**config.mk**
```make
export PLATFORM = sky130hd
export DESIGN_NAME = sram_arbiter
export DESIGN_NICKNAME = d
export VERILOG_FILES = /design/src/rtl/sram_arbiter_pkg.sv /design/src/rtl/sram_rd_return_pipe.sv /design/src/rtl/sram_arbiter.sv
export SDC_FILE = /design/constraint.sdc
export NUM_CORES = 1
export LEC_CHECK = 0
export BUFFER_PORTS_ARGS = -buffer_cell sky130_fd_sc_hd__buf_2
export CAP_MARGIN = 5
export CORE_MARGIN = 2
export CORE_UTILIZATION = 40
export DETAILED_ROUTE_END_ITERATION = 6
export PLACE_DENSITY = 0.81
export SLEW_MARGIN = 20
export SYNTH_ARGS = -nofsm -noshare
export SYNTH_HDL_FRONTEND = slang
export SYNTH_SLANG_ARGS = --single-unit
```
**constraint.sdc**
```tcl
create_clock -name Clock -period 2.05 [get_ports Clock]
set_input_delay 0 -clock Clock [delete_from_list [all_inputs] [get_ports Clock]]
set_output_delay 0 -clock Clock [all_outputs]
set_load 0.005 [all_outputs]
```
**src/rtl/sram_arbiter_pkg.sv**
```systemverilog
// -----------------------------------------------------------------------------
// sram_arbiter_pkg
// Shared definitions for the SRAM arbiter slice:
//   - arb_state_e     : arbiter state (ARB_IDLE / ARB_OWN)
//   - CLIENT_*        : client index constants (UART loader, Milestone1, Milestone2)
//   - *_BASE          : SRAM region base addresses for the Y/U/V/RGB buffers
//   - rr_pick()       : round-robin selection starting at a given client
//   - next_client()   : wrap-around successor of a client index
//   - client_onehot() : client index to one-hot client vector
// -----------------------------------------------------------------------------
package sram_arbiter_pkg;

    localparam int NUM_CLIENTS = 3;
    localparam int CLIENT_ID_W = 2;
    localparam int ADDR_W      = 18;
    localparam int DATA_W      = 16;

    localparam int CLIENT_UART = 0;
    localparam int CLIENT_M1   = 1;
    localparam int CLIENT_M2   = 2;

    localparam logic [ADDR_W-1:0] Y_BASE   = 18'd0;
    localparam logic [ADDR_W-1:0] U_BASE   = 18'd38400;
    localparam logic [ADDR_W-1:0] V_BASE   = 18'd57600;
    localparam logic [ADDR_W-1:0] RGB_BASE = 18'd146944;

    typedef enum logic {
        ARB_IDLE = 1'b0,
        ARB_OWN  = 1'b1
    } arb_state_e;

    typedef logic [CLIENT_ID_W-1:0] client_id_t;

    function automatic client_id_t next_client(input client_id_t c);
        if (c >= client_id_t'(CLIENT_M2)) begin
            return client_id_t'(CLIENT_UART);
        end
        return c + client_id_t'(1);
    endfunction

    // First requesting client found when scanning upward from 'start' with
    // wrap-around. Returns 'start' when nothing is requesting; callers only
    // use the result when at least one request bit is set.
    function automatic client_id_t rr_pick(input logic [NUM_CLIENTS-1:0] req,
                                           input client_id_t start);
        logic [3:0] req_ext;
        client_id_t idx;
        client_id_t pick;
        logic       found;
        req_ext = {1'b0, req};
        idx     = start;
        pick    = start;
        found   = 1'b0;
        for (int k = 0; k < NUM_CLIENTS; k++) begin
            if (!found && req_ext[idx]) begin
                pick  = idx;
                found = 1'b1;
            end
            idx = next_client(idx);
        end
        return pick;
    endfunction

    function automatic logic [NUM_CLIENTS-1:0] client_onehot(input client_id_t c);
        logic [3:0] v;
        v = 4'b0001 << c;
        return v[NUM_CLIENTS-1:0];
    endfunction

endpackage

```
**src/rtl/sram_rd_return_pipe.sv**
```systemverilog
// -----------------------------------------------------------------------------
// sram_rd_return_pipe
// Shift register that carries {valid, owner id} alongside an SRAM read so the
// returning data can be steered to the client that issued it. Entry at the
// input appears at the output exactly LATENCY clock edges later.
// Ports:
//   Clock, Resetn (async, active-low) - clears every stage, dropping reads
//   i_valid / i_id                     - read issued this cycle and its owner
//   o_valid / o_id                     - read data returning this cycle
// -----------------------------------------------------------------------------
module sram_rd_return_pipe #(
    parameter int LATENCY = 2,
    parameter int ID_W    = 2
) (
    input  logic            Clock,
    input  logic            Resetn,
    input  logic            i_valid,
    input  logic [ID_W-1:0] i_id,
    output logic            o_valid,
    output logic [ID_W-1:0] o_id
);

    logic [LATENCY-1:0]           r_valid;
    logic [LATENCY-1:0][ID_W-1:0] r_id;

    always_ff @(posedge Clock or negedge Resetn) begin
        if (!Resetn) begin
            r_valid <= '0;
            r_id    <= '0;
        end else begin
            r_valid[0] <= i_valid;
            r_id[0]    <= i_id;
            for (int s = 1; s < LATENCY; s++) begin
                r_valid[s] <= r_valid[s-1];
                r_id[s]    <= r_id[s-1];
            end
        end
    end

    assign o_valid = r_valid[LATENCY-1];
    assign o_id    = r_id[LATENCY-1];

endmodule

```
**src/rtl/sram_arbiter.sv**
```systemverilog
// -----------------------------------------------------------------------------
// sram_arbiter
// Round-robin arbiter sharing one SRAM port between three clients
// (bit0 UART loader, bit1 Milestone1, bit2 Milestone2).
//
// Handshake: a client holds i_client_req[i] high for as long as it wants the
// port. An access happens in every cycle where o_client_grant[i] and
// i_client_req[i] are both high; the client must present the address / data /
// we_n for that access in the same cycle and advance them after the edge.
// Dropping the request releases ownership at the next edge, followed by one
// idle cycle before the next owner is granted. Read data comes back on
// o_client_rd_data exactly READ_LATENCY cycles after the read access, flagged
// by o_client_rd_valid[i] for the client that issued it.
//
// Ports:
//   Clock, Resetn            - clock, async active-low reset
//   i_client_req/we_n        - per-client request level and write enable (low)
//   i_client_address         - per-client 18-bit address
//   i_client_write_data      - per-client 16-bit write data
//   o_client_grant           - registered one-hot (or zero) owner
//   o_client_rd_valid        - per-client read return strobe
//   o_client_rd_data         - SRAM read data broadcast
//   o_SRAM_address/write_data/we_n, i_SRAM_read_data - shared SRAM port
//   o_arb_state              - current arbiter state (debug)
// -----------------------------------------------------------------------------
module sram_arbiter
    import sram_arbiter_pkg::*;
#(
    parameter int MAX_BURST    = 64,
    parameter int READ_LATENCY = 2
) (
    input  logic                                Clock,
    input  logic                                Resetn,
    input  logic [NUM_CLIENTS-1:0]              i_client_req,
    input  logic [NUM_CLIENTS-1:0]              i_client_we_n,
    input  logic [NUM_CLIENTS-1:0][ADDR_W-1:0]  i_client_address,
    input  logic [NUM_CLIENTS-1:0][DATA_W-1:0]  i_client_write_data,
    output logic [NUM_CLIENTS-1:0]              o_client_grant,
    output logic [NUM_CLIENTS-1:0]              o_client_rd_valid,
    output logic [DATA_W-1:0]                   o_client_rd_data,
    output logic [ADDR_W-1:0]                   o_SRAM_address,
    output logic [DATA_W-1:0]                   o_SRAM_write_data,
    output logic                                o_SRAM_we_n,
    input  logic [DATA_W-1:0]                   i_SRAM_read_data,
    output arb_state_e                          o_arb_state
);

    localparam int BURST_W = (MAX_BURST > 1) ? $clog2(MAX_BURST) : 1;
    localparam logic [BURST_W-1:0] BURST_LAST = BURST_W'(MAX_BURST - 1);

    arb_state_e                 r_state, w_next_state;
    client_id_t                 r_owner, w_next_owner;
    client_id_t                 r_ptr, w_next_ptr;
    logic [NUM_CLIENTS-1:0]     r_grant, w_next_grant;
    logic [BURST_W-1:0]         r_burst, w_next_burst;
    logic [ADDR_W-1:0]          r_last_addr;

    logic                       w_access;
    logic                       w_other_req;
    logic                       w_burst_last;
    logic [ADDR_W-1:0]          w_sel_addr;
    logic [DATA_W-1:0]          w_sel_wdata;
    logic                       w_sel_we_n;
    logic                       w_pipe_valid;
    client_id_t                 w_pipe_id;

    // r_grant is one-hot of r_owner while in ARB_OWN and zero otherwise, so
    // masking with it both qualifies the access and finds competing requests.
    assign w_access     = |(r_grant & i_client_req);
    assign w_other_req  = |(i_client_req & ~r_grant);
    assign w_burst_last = (r_burst == BURST_LAST);

    // Owner's port signals
    always_comb begin
        w_sel_addr  = i_client_address[CLIENT_UART];
        w_sel_wdata = i_client_write_data[CLIENT_UART];
        w_sel_we_n  = i_client_we_n[CLIENT_UART];
        case (r_owner)
            client_id_t'(CLIENT_M1): begin
                w_sel_addr  = i_client_address[CLIENT_M1];
                w_sel_wdata = i_client_write_data[CLIENT_M1];
                w_sel_we_n  = i_client_we_n[CLIENT_M1];
            end
            client_id_t'(CLIENT_M2): begin
                w_sel_addr  = i_client_address[CLIENT_M2];
                w_sel_wdata = i_client_write_data[CLIENT_M2];
                w_sel_we_n  = i_client_we_n[CLIENT_M2];
            end
            default: ;
        endcase
    end

    // Next-state logic. r_ptr always names the client after the most recent
    // owner, so the scan on the next grant naturally skips the old owner,
    // which also covers the burst-cap hand-over.
    always_comb begin
        w_next_state = r_state;
        w_next_owner = r_owner;
        w_next_ptr   = r_ptr;
        w_next_burst = r_burst;
        case (r_state)
            ARB_IDLE: begin
                if (|i_client_req) begin
                    w_next_state = ARB_OWN;
                    w_next_owner = rr_pick(i_client_req, r_ptr);
                    w_next_ptr   = next_client(w_next_owner);
                    w_next_burst = '0;
                end
            end
            ARB_OWN: begin
                if (!w_access) begin
                    w_next_state = ARB_IDLE;
                end else if (w_burst_last) begin
                    // Cap reached: hand over if someone is waiting,
                    // otherwise keep going with a fresh count.
                    w_next_burst = '0;
                    if (w_other_req) begin
                        w_next_state = ARB_IDLE;
                    end
                end else begin
                    w_next_burst = r_burst + BURST_W'(1);
                end
            end
            default: begin
                w_next_state = ARB_IDLE;
            end
        endcase
        w_next_grant = (w_next_state == ARB_OWN) ? client_onehot(w_next_owner) : '0;
    end

    always_ff @(posedge Clock or negedge Resetn) begin
        if (!Resetn) begin
            r_state     <= ARB_IDLE;
            r_owner     <= client_id_t'(CLIENT_UART);
            r_ptr       <= client_id_t'(CLIENT_UART);
            r_grant     <= '0;
            r_burst     <= '0;
            r_last_addr <= '0;
        end else begin
            r_state <= w_next_state;
            r_owner <= w_next_owner;
            r_ptr   <= w_next_ptr;
            r_grant <= w_next_grant;
            r_burst <= w_next_burst;
            if (w_access) begin
                r_last_addr <= w_sel_addr;
            end
        end
    end

    // Outside an access the address parks on the last issued value so the
    // SRAM address bus does not toggle needlessly.
    assign o_SRAM_address    = w_access ? w_sel_addr : r_last_addr;
    assign o_SRAM_write_data = w_access ? w_sel_wdata : '0;
    assign o_SRAM_we_n       = w_access ? w_sel_we_n : 1'b1;

    sram_rd_return_pipe #(
        .LATENCY (READ_LATENCY),
        .ID_W    (CLIENT_ID_W)
    ) u_rd_pipe (
        .Clock   (Clock),
        .Resetn  (Resetn),
        .i_valid (w_access & w_sel_we_n),
        .i_id    (r_owner),
        .o_valid (w_pipe_valid),
        .o_id    (w_pipe_id)
    );

    assign o_client_rd_valid = w_pipe_valid ? client_onehot(w_pipe_id) : '0;
    assign o_client_rd_data  = i_SRAM_read_data;
    assign o_client_grant    = r_grant;
    assign o_arb_state       = r_state;

endmodule

```
== Yosys cells after proc, flatten, opt, wreduce, memory -nomap -nowiden ==
Index checks and enable logic that the tools add are counted.

* Input port bits: 126
* Register bits: 38
* Output and inout port bits: 58

* $lt $le $gt $ge: 6
* Shift operators: 2
* Reductions and logical operators: 9
* Add/sub/neg operators: 4
* Multiplexer cells: 54
* Bitwise operators: 5
* Eq/ne operators: 5

{| class="wikitable"
|+ Operators by type and width
! operator !! number
|-
| $pmux 18 s2 || 1
|-
| $mux 2 || 16
|-
| $pmux 16 s2 || 1
|-
| $mux 1 || 23
|-
| $mux 18 || 1
|-
| $mux 6 || 3
|-
| $mux 16 || 1
|-
| $pmux 6 s2 || 1
|-
| $lt 2x3->1 const B || 3
|-
| $reduce_or 3->1 || 3
|-
| $add 2x1->2 const B || 3
|-
| $add 6x1->6 const B || 1
|-
| $and 3x3->3 || 2
|-
| $bmux 1 s2 || 3
|-
| $eq 6x6->1 const B || 1
|-
| $ge 2x2->1 const B || 3
|-
| $mux 3 || 2
|-
| $shl 1x2->3 const A || 2
|-
| $pmux 1 s2 || 2
|-
| $reduce_and 2->1 || 2
|-
| $not 3->3 || 1
|-
| $eq 2x1->1 const B || 1
|-
| $eq 2x2->1 const B || 1
|-
| $logic_and 1x1->1 || 2
|-
| 5 further kinds || 6
|}

== Depth between registers and ports, before layout ==
Gate-level depths: netlist of the first run.

* Depth in word-level cells: 25
* Gate-level depth with buffers: 8
* Mapped depth without buffers: 6

== By module ==
Synthesis of the first run repeated with hierarchy kept, for this count alone.

* Cells, all modules: 312
* Area total of the unflattened synthesis: 2451.1 um2

{| class="wikitable"
|+ By module, submodules not included
! module !! area each (um2) !! cells an instance !! sequential area each (um2) !! instances
|-
| sram_arbiter || 2285.9 || 304 || 800.8 || 1
|-
| sram_rd_return_pipe || 165.2 || 8 || 150.1 || 1
|}

== Worst setup path after synthesis of the first run ==
No wires, ideal clock.

* Path type: register to register
* Start point: register r_owner[0]
* End point: register r_last_addr[12]
* Arrival time: 1.599 ns
* Period minus slack after synthesis: 1.714 ns
* Buffers on the path: 2
* Setup time: 0.115 ns
* Cell stages (with the launch flop): 9
* Path slack: 0.336 ns
* Cell sequence: dfrtp_1 inv_1 ha_1 clkbuf_1 clkbuf_1 a22oi_1 nor2_1 a21oi_1 o21ai_0

* Word-level cells in the longest chain between the ends: 3
* Elaborated cells on any way between the ends: 4
* Classes of those cells: 2 x eq/ne; 2 x mux

{| class="wikitable"
|+ Ends and longest elaborated chain
! what !! line !! text
|-
| start, declared || sram_arbiter.sv:52 || <nowiki>client_id_t r_owner, w_next_owner;</nowiki>
|-
| start signal, assigned || sram_arbiter.sv:134 || <nowiki>r_owner <= client_id_t'(CLIENT_UART);</nowiki>
|-
| start signal, assigned || sram_arbiter.sv:141 || <nowiki>r_owner <= w_next_owner;</nowiki>
|-
| $eq 2x2->1 / $eq 2x1->1 (equally long branches) || sram_arbiter.sv:78 || <nowiki>case (r_owner)</nowiki>
|-
| $pmux 18 s2 (*) || sram_arbiter.sv:78 ||
|-
| $mux 18 (*) || n/a ||
|-
| net o_SRAM_address[12] || sram_arbiter.sv:41 || <nowiki>output logic [ADDR_W-1:0] o_SRAM_address,</nowiki>
|-
| end signal, assigned || sram_arbiter.sv:146 || <nowiki>r_last_addr <= w_sel_addr;</nowiki>
|-
| end, declared || sram_arbiter.sv:56 || <nowiki>logic [ADDR_W-1:0] r_last_addr;</nowiki>
|}

Mark *: on every way through the listed nets, which the timed path passes. The rest lies on a longest branch.
A chain may end at the register's enable or synchronous reset.

== Final worst setup path of the first run ==
* Start point: register r_owner[1]
* End point: output port o_SRAM_address[11]

* Word-level cells in the longest chain between the ends: 3
* Elaborated cells on any way between the ends: 4
* Classes of those cells: 2 x eq/ne; 2 x mux

{| class="wikitable"
|+ Ends and longest elaborated chain
! what !! line
|-
| $eq 2x2->1 / $eq 2x1->1 (equally long branches) || sram_arbiter.sv:78
|-
| $pmux 18 s2 (*) || sram_arbiter.sv:78
|-
| $mux 18 (*) || n/a
|-
| end, declared || sram_arbiter.sv:41
|}

Mark *: on every way between the ends. The rest lies on a longest branch, timed or not.

==> results of run 1 <==
## logic make-up after synthesis
logic type	after synthesis
AO/OA/AOI/OAI	108
flip-flops	38
AND/OR/NAND/NOR	105
multiplexers	1
adder cells (fa/ha/maj)	3
buffers and inverters	47
XOR/XNOR	2
## metal layers
layer | part of all wire (%) | vias to the layer above | GRT usage, %
met5 | 0 | - | 0
met4 | 1.1 | 0 | 6.10
met3 | 7.5 | 6 | 3.78
met2 | 49 | 115 | 35.7
met1 | 43 | 1186 | 25.2
li1 | - | 1309 | -
## per-stage QoR
| stage | setup slack [ns] | cells | total power, mW | utilization (%) | instance area (sq um) |
|---|---|---|---|---|---|
| 2_1_floorplan | 0.336 | 304 | 3.00 | - | 2390 |
| 3_3_place_gp | 0.343 | 494 | 3.89 | 52.7 | 3080 |
| 3_5_place_dp | 0.246 | 494 | 3.98 | 52.7 | 3080 |
| 4_1_cts | 0.00672 | 504 | 4.62 | 55.0 | 3220 |
| 5_1_grt | 0.0137 | 507 | 5.22 | 56.1 | 3280 |
| 6_report | 0.147 | 507 | 4.76 | 56.1 | 3280 |
## state kept, by name (all words and copies together) (netlist names)
register           count
u_rd_pipe.o_id         2
r_owner                2
r_burst                6
r_last_addr           18
r_ptr                  2
u_rd_pipe.r_valid      2
o_arb_state            1
u_rd_pipe.r_id         2
o_client_grant         3
## synth_stat cells (3+ instances only)
cell / number
clkbuf_1: 17
a22oi_1: 36
a21oi_1: 37
dfrtp_1: 38
buf_2: 7
inv_1: 5
o21ai_0: 24
ha_1: 3
nand2_1: 25
nand3_1: 9
nand2b_1: 3
buf_4: 17
nor2_1: 55
## worst reg2reg max path: cells and delay by family (launching register included)
| family | cells | cell delay [ns] |
|---|---|---|
| AO/OA/AOI/OAI | 2 | 0.44 |
| flip-flops | 1 | 0.41 |
| AND/OR/NAND/NOR | 2 | 0.40 |
| adder cells (fa/ha/maj) | 1 | 0.23 |
## final cells by class
type                       count  area [sq um]
clock buffer                   6          72.6
clock inverter                 2          37.5
fill                         541          2570
inverter                       5          18.8
multi-input combinational    219          1210
sequential                    38           951
tap                           75          93.8
timing repair buffer         162           901
## timing repair
item	in CTS	in global routing
pin swaps	0	1
cloned	0	1
resized for setup	1	11
buffers inserted	0	2
hold endpoints to repair	39	0
setup endpoints to repair	18	19
hold buffers	2	0
## power breakdown
group	leakage (nW)	internal, mW	switching, mW	total (mW)
clock	0.0514	0.363	0.271	0.634
combinational	1.13	1.26	1.69	2.95
sequential	0.488	1.03	0.143	1.18
total	1.67	2.66	2.10	4.76
## how the worst min path moves through the flow
| stage | to | cells after the start | slack [ns] | from |
|---|---|---|---|---|
| final | o_client_rd_data[12] | 0 | 0.000002 | i_SRAM_read_data[12] |
| after global routing | o_client_rd_data[12] | 0 | 0.00002 | i_SRAM_read_data[12] |
| after CTS | o_client_rd_data[0] | 0 | 0.00003 | i_SRAM_read_data[0] |
| after detailed placement | o_client_rd_data[0] | 0 | 0.00003 | i_SRAM_read_data[0] |
| after global placement | o_client_rd_data[0] | 0 | 0.00003 | i_SRAM_read_data[0] |
| after floorplan | o_arb_state | 0 | -0.30 | Resetn |
==> flow_summary.html, run 1 <==
<table>
<tr><th>Metric</th><th>Value</th></tr>
<tr><th colspan="2">Finish</th></tr>
<tr><td>Fraction of final layout cells sized beyond drive strength 1</td><td>39.6%</td></tr>
<tr><td>Commonest cells after routing, fill and taps aside</td><td>151 x buf_2, 55 x nor2_1, 38 x dfrtp_1, 37 x a21oi_1, 36 x a22oi_1</td></tr>
<tr><td>Final #Nets</td><td>560</td></tr>
<tr><td>Most common library cell in the layout ignoring fill and taps</td><td>buf_2</td></tr>
<tr><td>ANT cells</td><td>0</td></tr>
<tr><td>Layout overhead on the synthesized area</td><td>37.1%</td></tr>
<tr><th colspan="2">Clock network</th></tr>
<tr><td>Worst-case clock buffer depth</td><td>2</td></tr>
<tr><td>TritonCTS clock tree</td><td>built</td></tr>
<tr><td>Latest clock arrival within the worst-skew pair</td><td>0.29 ns</td></tr>
<tr><td>Clock slew seen by the registers of the worst setup and hold paths</td><td>0.08 ns</td></tr>
<tr><td>Number of buffers inserted during clock tree synthesis</td><td>5</td></tr>
<tr><td>Clock Sink Count</td><td>38</td></tr>
<tr><td>Root cell of the clock tree</td><td>clkbuf_8</td></tr>
<tr><td>H-tree Lvls</td><td>2</td></tr>
<tr><th colspan="2">Die</th></tr>
<tr><td>Initial Util</td><td>40.9%</td></tr>
<tr><td>Total number of placement rows</td><td>28</td></tr>
<tr><td>Num ports</td><td>184</td></tr>
<tr><td>Core Box Area</td><td>5850 sq um</td></tr>
<tr><td>Die X</td><td>81.3 um</td></tr>
<tr><td>DIE HEIGHT</td><td>81.3 um</td></tr>
<tr><td>Die Outline Area</td><td>6620 sq um</td></tr>
<tr><th colspan="2">Critical path</th></tr>
<tr><td>Timing startpoint of the critical path</td><td>r_owner[1]</td></tr>
<tr><td>Required time of the critical path</td><td>2.05 ns</td></tr>
<tr><td>Slowest stage delay, CP</td><td>0.42 ns</td></tr>
<tr><td>Highest net fanout along the worst path</td><td>34</td></tr>
<tr><td>Family of cells with the greatest summed delay on the critical path</td><td>buffers and inverters</td></tr>
<tr><td>Worst Setup EP</td><td>o_SRAM_address[11]</td></tr>
<tr><td>Crit path capture type</td><td>output pin</td></tr>
<tr><td>RR Endpoint</td><td>o_client_grant[1]</td></tr>
<tr><td>Critical-path cell with the highest stage delay</td><td>dfrtp_1</td></tr>
<tr><td>Category of the critical setup timing path</td><td>register to output pin</td></tr>
<tr><td>Register-to-register path setup slack</td><td>0.44 ns</td></tr>
<tr><td>WP buf/inv</td><td>3</td></tr>
<tr><td>Crit-path cells</td><td>inv_1 -&gt; ha_2 -&gt; buf_12 -&gt; a22oi_1 -&gt; nor2_1 -&gt; a21oi_1 -&gt; o21ai_0 -&gt; buf_2</td></tr>
<tr><td>Launching element type of the critical path</td><td>register</td></tr>
<tr><td>CP Depth</td><td>8</td></tr>
<tr><td>Worst r2r src</td><td>r_burst[0]</td></tr>
<tr><td>Crit path arrival time</td><td>1.90 ns</td></tr>
<tr><td>Cell depth of the worst flop-to-flop path</td><td>5</td></tr>
<tr><th colspan="2">Logic synthesis</th></tr>
<tr><td>Number of enable-type register cells in the synthesized netlist</td><td>0</td></tr>
<tr><td>Compound-gate portion of the synthesized area</td><td>28.0%</td></tr>
<tr><td>Sequential area share after synthesis</td><td>39.7%</td></tr>
<tr><td>Number of distinct library cells after synthesis</td><td>34</td></tr>
<tr><td>Most area-hungry cell type in the Yosys netlist</td><td>dfrtp_1</td></tr>
<tr><td>Avg Inst Size Synth</td><td>7.87 sq um</td></tr>
<tr><td>Post-synth design cell area</td><td>2390 sq um</td></tr>
<tr><td>Leading post-synthesis cells by cell area</td><td>dfrtp_1 40%, a22oi_1 11%, nor2_1 8.6%, a21oi_1 7.7%, buf_4 5.3%</td></tr>
<tr><td>Adder and majority gate portion of the synthesized area</td><td>1.57%</td></tr>
<tr><td>Area fraction in and, or, nand and nor cells after synthesis</td><td>19.0%</td></tr>
<tr><td>Register bit count reported by yosys</td><td>38</td></tr>
<tr><td>Gate count after technology mapping</td><td>304</td></tr>
<tr><td>Number of synthesis warnings</td><td>0</td></tr>
<tr><td>Xor and xnor fraction of the mapped netlist area</td><td>0.732%</td></tr>
<tr><td>Most used flip-flop cell after synthesis</td><td>dfrtp_1</td></tr>
<tr><td>Multiplexer area fraction after synthesis</td><td>0.418%</td></tr>
<tr><td>Largest family of logic cells by synthesized area</td><td>compound AO/OA/AOI/OAI gates</td></tr>
<tr><td>Share of synthesized flip-flops with an asynchronous set or reset</td><td>100%</td></tr>
<tr><td>Top-area cell type share of the netlist area</td><td>39.7%</td></tr>
<tr><td>Net count after synthesis</td><td>433</td></tr>
<tr><th colspan="2">Route</th></tr>
<tr><td>DRC violations left</td><td>0</td></tr>
<tr><td>First-pass DRT Iterations</td><td>4</td></tr>
<tr><td>Starting DRT DRC Count</td><td>102</td></tr>
<tr><td>DRT antenna net count</td><td>0</td></tr>
<tr><td>Total Wirelength</td><td>7.12 mm</td></tr>
<tr><td>Via total after detailed routing</td><td>2616</td></tr>
<tr><td>Average wire per cell in the routed design</td><td>14.0 um</td></tr>
<tr><td>Via/cell ratio</td><td>5.16</td></tr>
<tr><th colspan="2">Timing</th></tr>
<tr><td>Measured slew at the worst slew-check pin</td><td>0.868 ns</td></tr>
<tr><td>Final setup fails</td><td>0</td></tr>
<tr><td>Shortest period the worst path allows</td><td>1.90 ns</td></tr>
<tr><td>Fmax</td><td>526 MHz</td></tr>
<tr><td>Final Max Tran Viols</td><td>0</td></tr>
<tr><td>Final sum of negative setup slack</td><td>0 ns</td></tr>
<tr><td>Post-Route Hold Slack</td><td>0.00000167 ns</td></tr>
<tr><td>RSZ-0062 raised after global routing</td><td>no</td></tr>
<tr><td>Skew final</td><td>0.0151 ns</td></tr>
<tr><td>Post-route clock period utilization</td><td>92.8%</td></tr>
<tr><td>Rel. slew slack</td><td>42.2%</td></tr>
<tr><td>Hold violation total from the final report</td><td>0</td></tr>
<tr><th colspan="2">Place</th></tr>
<tr><td>Final weighted congestion in routability-driven placement</td><td>0.799</td></tr>
<tr><td>HPWL after detailed placement</td><td>5.24 mm</td></tr>
<tr><td>Input/output buffers</td><td>151</td></tr>
<tr><th colspan="2">GRT</th></tr>
<tr><td>Aggregate global routing overflow</td><td>0</td></tr>
<tr><td>Maximum number of pins on one net before global-route repair</td><td>55</td></tr>
<tr><td>Via count of the first global-routing pass</td><td>2260</td></tr>
<tr><td>Wire length of the first global-routing pass</td><td>10.4 mm</td></tr>
<tr><td>Number of antenna violations at the first check in global routing</td><td>0</td></tr>
<tr><td>Overall Global Routing Usage</td><td>20.3%</td></tr>
<tr><th colspan="2">Min path</th></tr>
<tr><td>Type of the most critical hold path</td><td>input port to output pin</td></tr>
<tr><th colspan="2">Pwr</th></tr>
<tr><td>Reported leakage power</td><td>1.67 nW</td></tr>
<tr><td>Max rail drop VDD</td><td>0.863 mV</td></tr>
<tr><td>Areal power density over the cells</td><td>1450 nW/um^2</td></tr>
<tr><th colspan="2">Outcome</th></tr>
<tr><td>Run status</td><td>complete, no violations</td></tr>
<tr><th colspan="2">Job</th></tr>
<tr><td>Max-cap violations</td><td>0</td></tr>
</table>
No activity file was read; power rests on OpenSTA's default activity.
==> inputs of run 2 (changes only) <==
Settings changed: SETUP_SLACK_MARGIN set to 0.4.
==> flow_summary.html, run 2 (same netlist as run 1, synthesis figures left out) <==
<table>
<tr><th>Metric</th><th>Value</th></tr>
<tr><th colspan="2">Clock network</th></tr>
<tr><td>H-tree Lvls</td><td>2 (unchanged)</td></tr>
<tr><td>Clock Sink Count</td><td>38 (unchanged)</td></tr>
<tr><td>Root cell of the clock tree</td><td>clkbuf_8</td></tr>
<tr><td>Number of buffers inserted during clock tree synthesis</td><td>5 (unchanged)</td></tr>
<tr><td>Clock slew seen by the registers of the worst setup and hold paths</td><td>0.09 ns (about the same)</td></tr>
<tr><td>Worst-case clock buffer depth</td><td>2 (unchanged)</td></tr>
<tr><td>TritonCTS clock tree</td><td>built</td></tr>
<tr><td>Latest clock arrival within the worst-skew pair</td><td>0.30 ns (about the same)</td></tr>
<tr><th colspan="2">Min path</th></tr>
<tr><td>Type of the most critical hold path</td><td>input port to register</td></tr>
<tr><th colspan="2">Pwr</th></tr>
<tr><td>Reported leakage power</td><td>1.84 nW (+10%)</td></tr>
<tr><td>Max rail drop VDD</td><td>1.02 mV (+18%)</td></tr>
<tr><td>Pwr Total</td><td>5.82 mW (+22%)</td></tr>
<tr><td>Areal power density over the cells</td><td>1560 nW/um^2 (+7.4%)</td></tr>
<tr><th colspan="2">Timing</th></tr>
<tr><td>Post-route clock period utilization</td><td>86.9% (-5.9 points)</td></tr>
<tr><td>Hold violation total from the final report</td><td>5 (+5)</td></tr>
<tr><td>Final setup fails</td><td>0 (unchanged)</td></tr>
<tr><td>Shortest period the worst path allows</td><td>1.78 ns (-0.121 ns)</td></tr>
<tr><td>Measured slew at the worst slew-check pin</td><td>0.869 ns (+0.00130 ns)</td></tr>
<tr><td>Final sum of negative setup slack</td><td>0 ns (unchanged)</td></tr>
<tr><td>Rel. slew slack</td><td>42.1% (-0.087 points)</td></tr>
<tr><td>Post-Route Hold Slack</td><td>-0.0154 ns (-0.0154 ns)</td></tr>
<tr><td>Final Max Tran Viols</td><td>0 (unchanged)</td></tr>
<tr><td>RSZ-0062 raised after global routing</td><td>yes</td></tr>
<tr><td>Skew final</td><td>0.0117 ns (-0.00339 ns)</td></tr>
<tr><td>Least setup slack across all paths after layout</td><td>0.268 ns (+0.121 ns)</td></tr>
<tr><td>Fmax</td><td>561 MHz (+6.8%)</td></tr>
<tr><th colspan="2">Finish</th></tr>
<tr><td>Final core utilization</td><td>63.9% (+7.8 points)</td></tr>
<tr><td>Sequential cell area</td><td>951 sq um (unchanged)</td></tr>
<tr><td>Area taken by multi-input logic gates</td><td>1410 sq um (+17%)</td></tr>
<tr><td>Number of flip-flops in the largest register</td><td>18 (unchanged)</td></tr>
<tr><td>Layout overhead on the synthesized area</td><td>56.2%</td></tr>
<tr><td>Largest reg by FF count</td><td>r_last_addr</td></tr>
<tr><td>Fraction of final layout cells sized beyond drive strength 1</td><td>52.7% (+13 points)</td></tr>
<tr><td>Final #Nets</td><td>576 (+2.9%)</td></tr>
<tr><td>Most common library cell in the layout ignoring fill and taps</td><td>buf_2</td></tr>
<tr><td>Commonest cells after routing, fill and taps aside</td><td>151 x buf_2, 54 x nor2_1, 38 x dfrtp_1, 31 x a21oi_1, 23 x nand2_1</td></tr>
<tr><td>ANT cells</td><td>0 (unchanged)</td></tr>
<tr><td>Number of fill cells</td><td>497 (-8.1%)</td></tr>
<tr><th colspan="2">Critical path</th></tr>
<tr><td>Highest net fanout along the worst path</td><td>14 (-59%)</td></tr>
<tr><td>Category of the critical setup timing path</td><td>register to output pin</td></tr>
<tr><td>Critical Path Most Common Cell</td><td>buf_4</td></tr>
<tr><td>Crit path capture type</td><td>output pin</td></tr>
<tr><td>Critical-path cell with the highest stage delay</td><td>dfrtp_1</td></tr>
<tr><td>Slowest stage delay, CP</td><td>0.39 ns (-0.03 ns)</td></tr>
<tr><td>Crit-path cells</td><td>a222oi_1 -&gt; buf_4 -&gt; buf_4 -&gt; buf_12 -&gt; o21ai_1 -&gt; buf_2</td></tr>
<tr><td>WP buf/inv</td><td>4 (+1)</td></tr>
<tr><td>Family of cells with the greatest summed delay on the critical path</td><td>buffers and inverters</td></tr>
<tr><td>Crit path arrival time</td><td>1.78 ns (-0.12 ns)</td></tr>
<tr><td>Launching element type of the critical path</td><td>register</td></tr>
<tr><td>Required time of the critical path</td><td>2.05 ns (about the same)</td></tr>
<tr><th colspan="2">Die</th></tr>
<tr><td>Die X</td><td>81.3 um (unchanged)</td></tr>
<tr><td>DIE HEIGHT</td><td>81.3 um (unchanged)</td></tr>
<tr><td>Initial Util</td><td>40.9% (unchanged)</td></tr>
<tr><td>Total number of placement rows</td><td>28 (unchanged)</td></tr>
<tr><td>Die Outline Area</td><td>6620 sq um (unchanged)</td></tr>
<tr><td>Core Box Area</td><td>5850 sq um (unchanged)</td></tr>
<tr><td>Num ports</td><td>184 (unchanged)</td></tr>
<tr><th colspan="2">GRT</th></tr>
<tr><td>Via count of the first global-routing pass</td><td>2626 (+16%)</td></tr>
<tr><td>Aggregate global routing overflow</td><td>0 (unchanged)</td></tr>
<tr><td>Maximum number of pins on one net before global-route repair</td><td>45 (-18%)</td></tr>
<tr><td>Overall Global Routing Usage</td><td>23.5% (+3.2 points)</td></tr>
<tr><td>Wire length of the first global-routing pass</td><td>12.0 mm (+15%)</td></tr>
<tr><td>Number of antenna violations at the first check in global routing</td><td>0 (unchanged)</td></tr>
<tr><th colspan="2">Route</th></tr>
<tr><td>Average wire per cell in the routed design</td><td>15.1 um (+7.9%)</td></tr>
<tr><td>Via total after detailed routing</td><td>2745 (+4.9%)</td></tr>
<tr><td>DRT antenna net count</td><td>0 (unchanged)</td></tr>
<tr><td>Starting DRT DRC Count</td><td>70 (-31%)</td></tr>
<tr><td>Via/cell ratio</td><td>5.25 (+1.7%)</td></tr>
<tr><td>DRC violations left</td><td>0 (unchanged)</td></tr>
<tr><td>Total Wirelength</td><td>7.92 mm (+11%)</td></tr>
<tr><td>First-pass DRT Iterations</td><td>4 (unchanged)</td></tr>
<tr><th colspan="2">Outcome</th></tr>
<tr><td>Failing checks</td><td>negative hold slack</td></tr>
<tr><td>Run status</td><td>complete, but fails checks</td></tr>
<tr><th colspan="2">Place</th></tr>
<tr><td>HPWL after detailed placement</td><td>5.13 mm (-2.2%)</td></tr>
<tr><td>Setup WS pre-CTS</td><td>0.203 ns (-0.0428 ns)</td></tr>
<tr><td>Input/output buffers</td><td>151 (unchanged)</td></tr>
<tr><td>Final weighted congestion in routability-driven placement</td><td>0.798 (-0.11%)</td></tr>
<tr><th colspan="2">Job</th></tr>
<tr><td>Max-cap violations</td><td>0 (unchanged)</td></tr>
</table>
==> run 2: cell types whose count changed in the layout (fill, tap and decap cells not counted), moves of 3 or more <==
cell     before  now
a21oi_2       0    6
buf_4         4   15
a21oi_1      37   31
a22oi_1      36   14
buf_16        0    3
buf_12        2    5
o21ai_0      18    4
a22oi_2       0   22
o21ai_2       0   13
==> run 2: metrics by stage <==
step	cells	area, sq um
after floorplan	304	2400
after global routing	523	3740
after global placement	493	3090
after detailed placement	493	3090
after CTS	520	3570
final	523	3740
==> run 2: area by class of cell <==
cell class,count,share of cell area (%)
clock buffers,5,1.84
flip-flops and latches,38,25.5
well taps,75,2.51
inverters,5,0.502
clock inverters,3,1.84
repair buffers,178,30.0
multi-input cells,219,37.8
==> run 2: power by group <==
part	internal [mW]	switching [mW]	total, mW
registers	1.03	0.152	1.19
clock network	0.488	0.279	0.767
logic	1.80	2.07	3.87
==> run 2: tightest hold or removal path: stages <==
cell and delay, ns:
buf_2 0.08, a21oi_1 0.06, o21ai_2 0.11
==> run 2: timing repair <==
item | 4_1_cts | 5_1_grt
buffers inserted | 14 | 1
endpoints found under the setup margin | 56 | 45
hold buffers | 1 | 0
endpoints found under the hold margin | 38 | 0
gates resized for setup | 44 | 37
pin swaps | 5 | 3
cloned | 4 | 2
==> run 2: path summary, 6_finish.rpt <==
kind | startpoint | end | slack, ns | depth (start not counted)
setup / recovery | o_client_grant[0] | o_SRAM_address[4] | 0.27 | 6
hold / removal | i_client_address[1] | r_last_addr[1] | -0.02 | 3
setup reg to reg | o_client_grant[0] | r_burst[0] | 0.30 | 8
hold reg to reg | u_rd_pipe.r_id[0] | u_rd_pipe.o_id[0] | 0.35 | 0
max in group asynchronous | Resetn | r_last_addr[7] | 1.13 | 2
min in group asynchronous | Resetn | o_arb_state | 0.36 | 2
==> run 2: metal layers <==
| layer | track usage (%) | share of wire [%] | routed length, um |
|---|---|---|---|
| met1 | 28.7 | 42 | 3350 |
| met2 | 42.1 | 50 | 3990 |
| met3 | 3.89 | 5.6 | 446 |
| met4 | 7.29 | 1.7 | 136 |
| met5 | 0 | 0 | 0 |
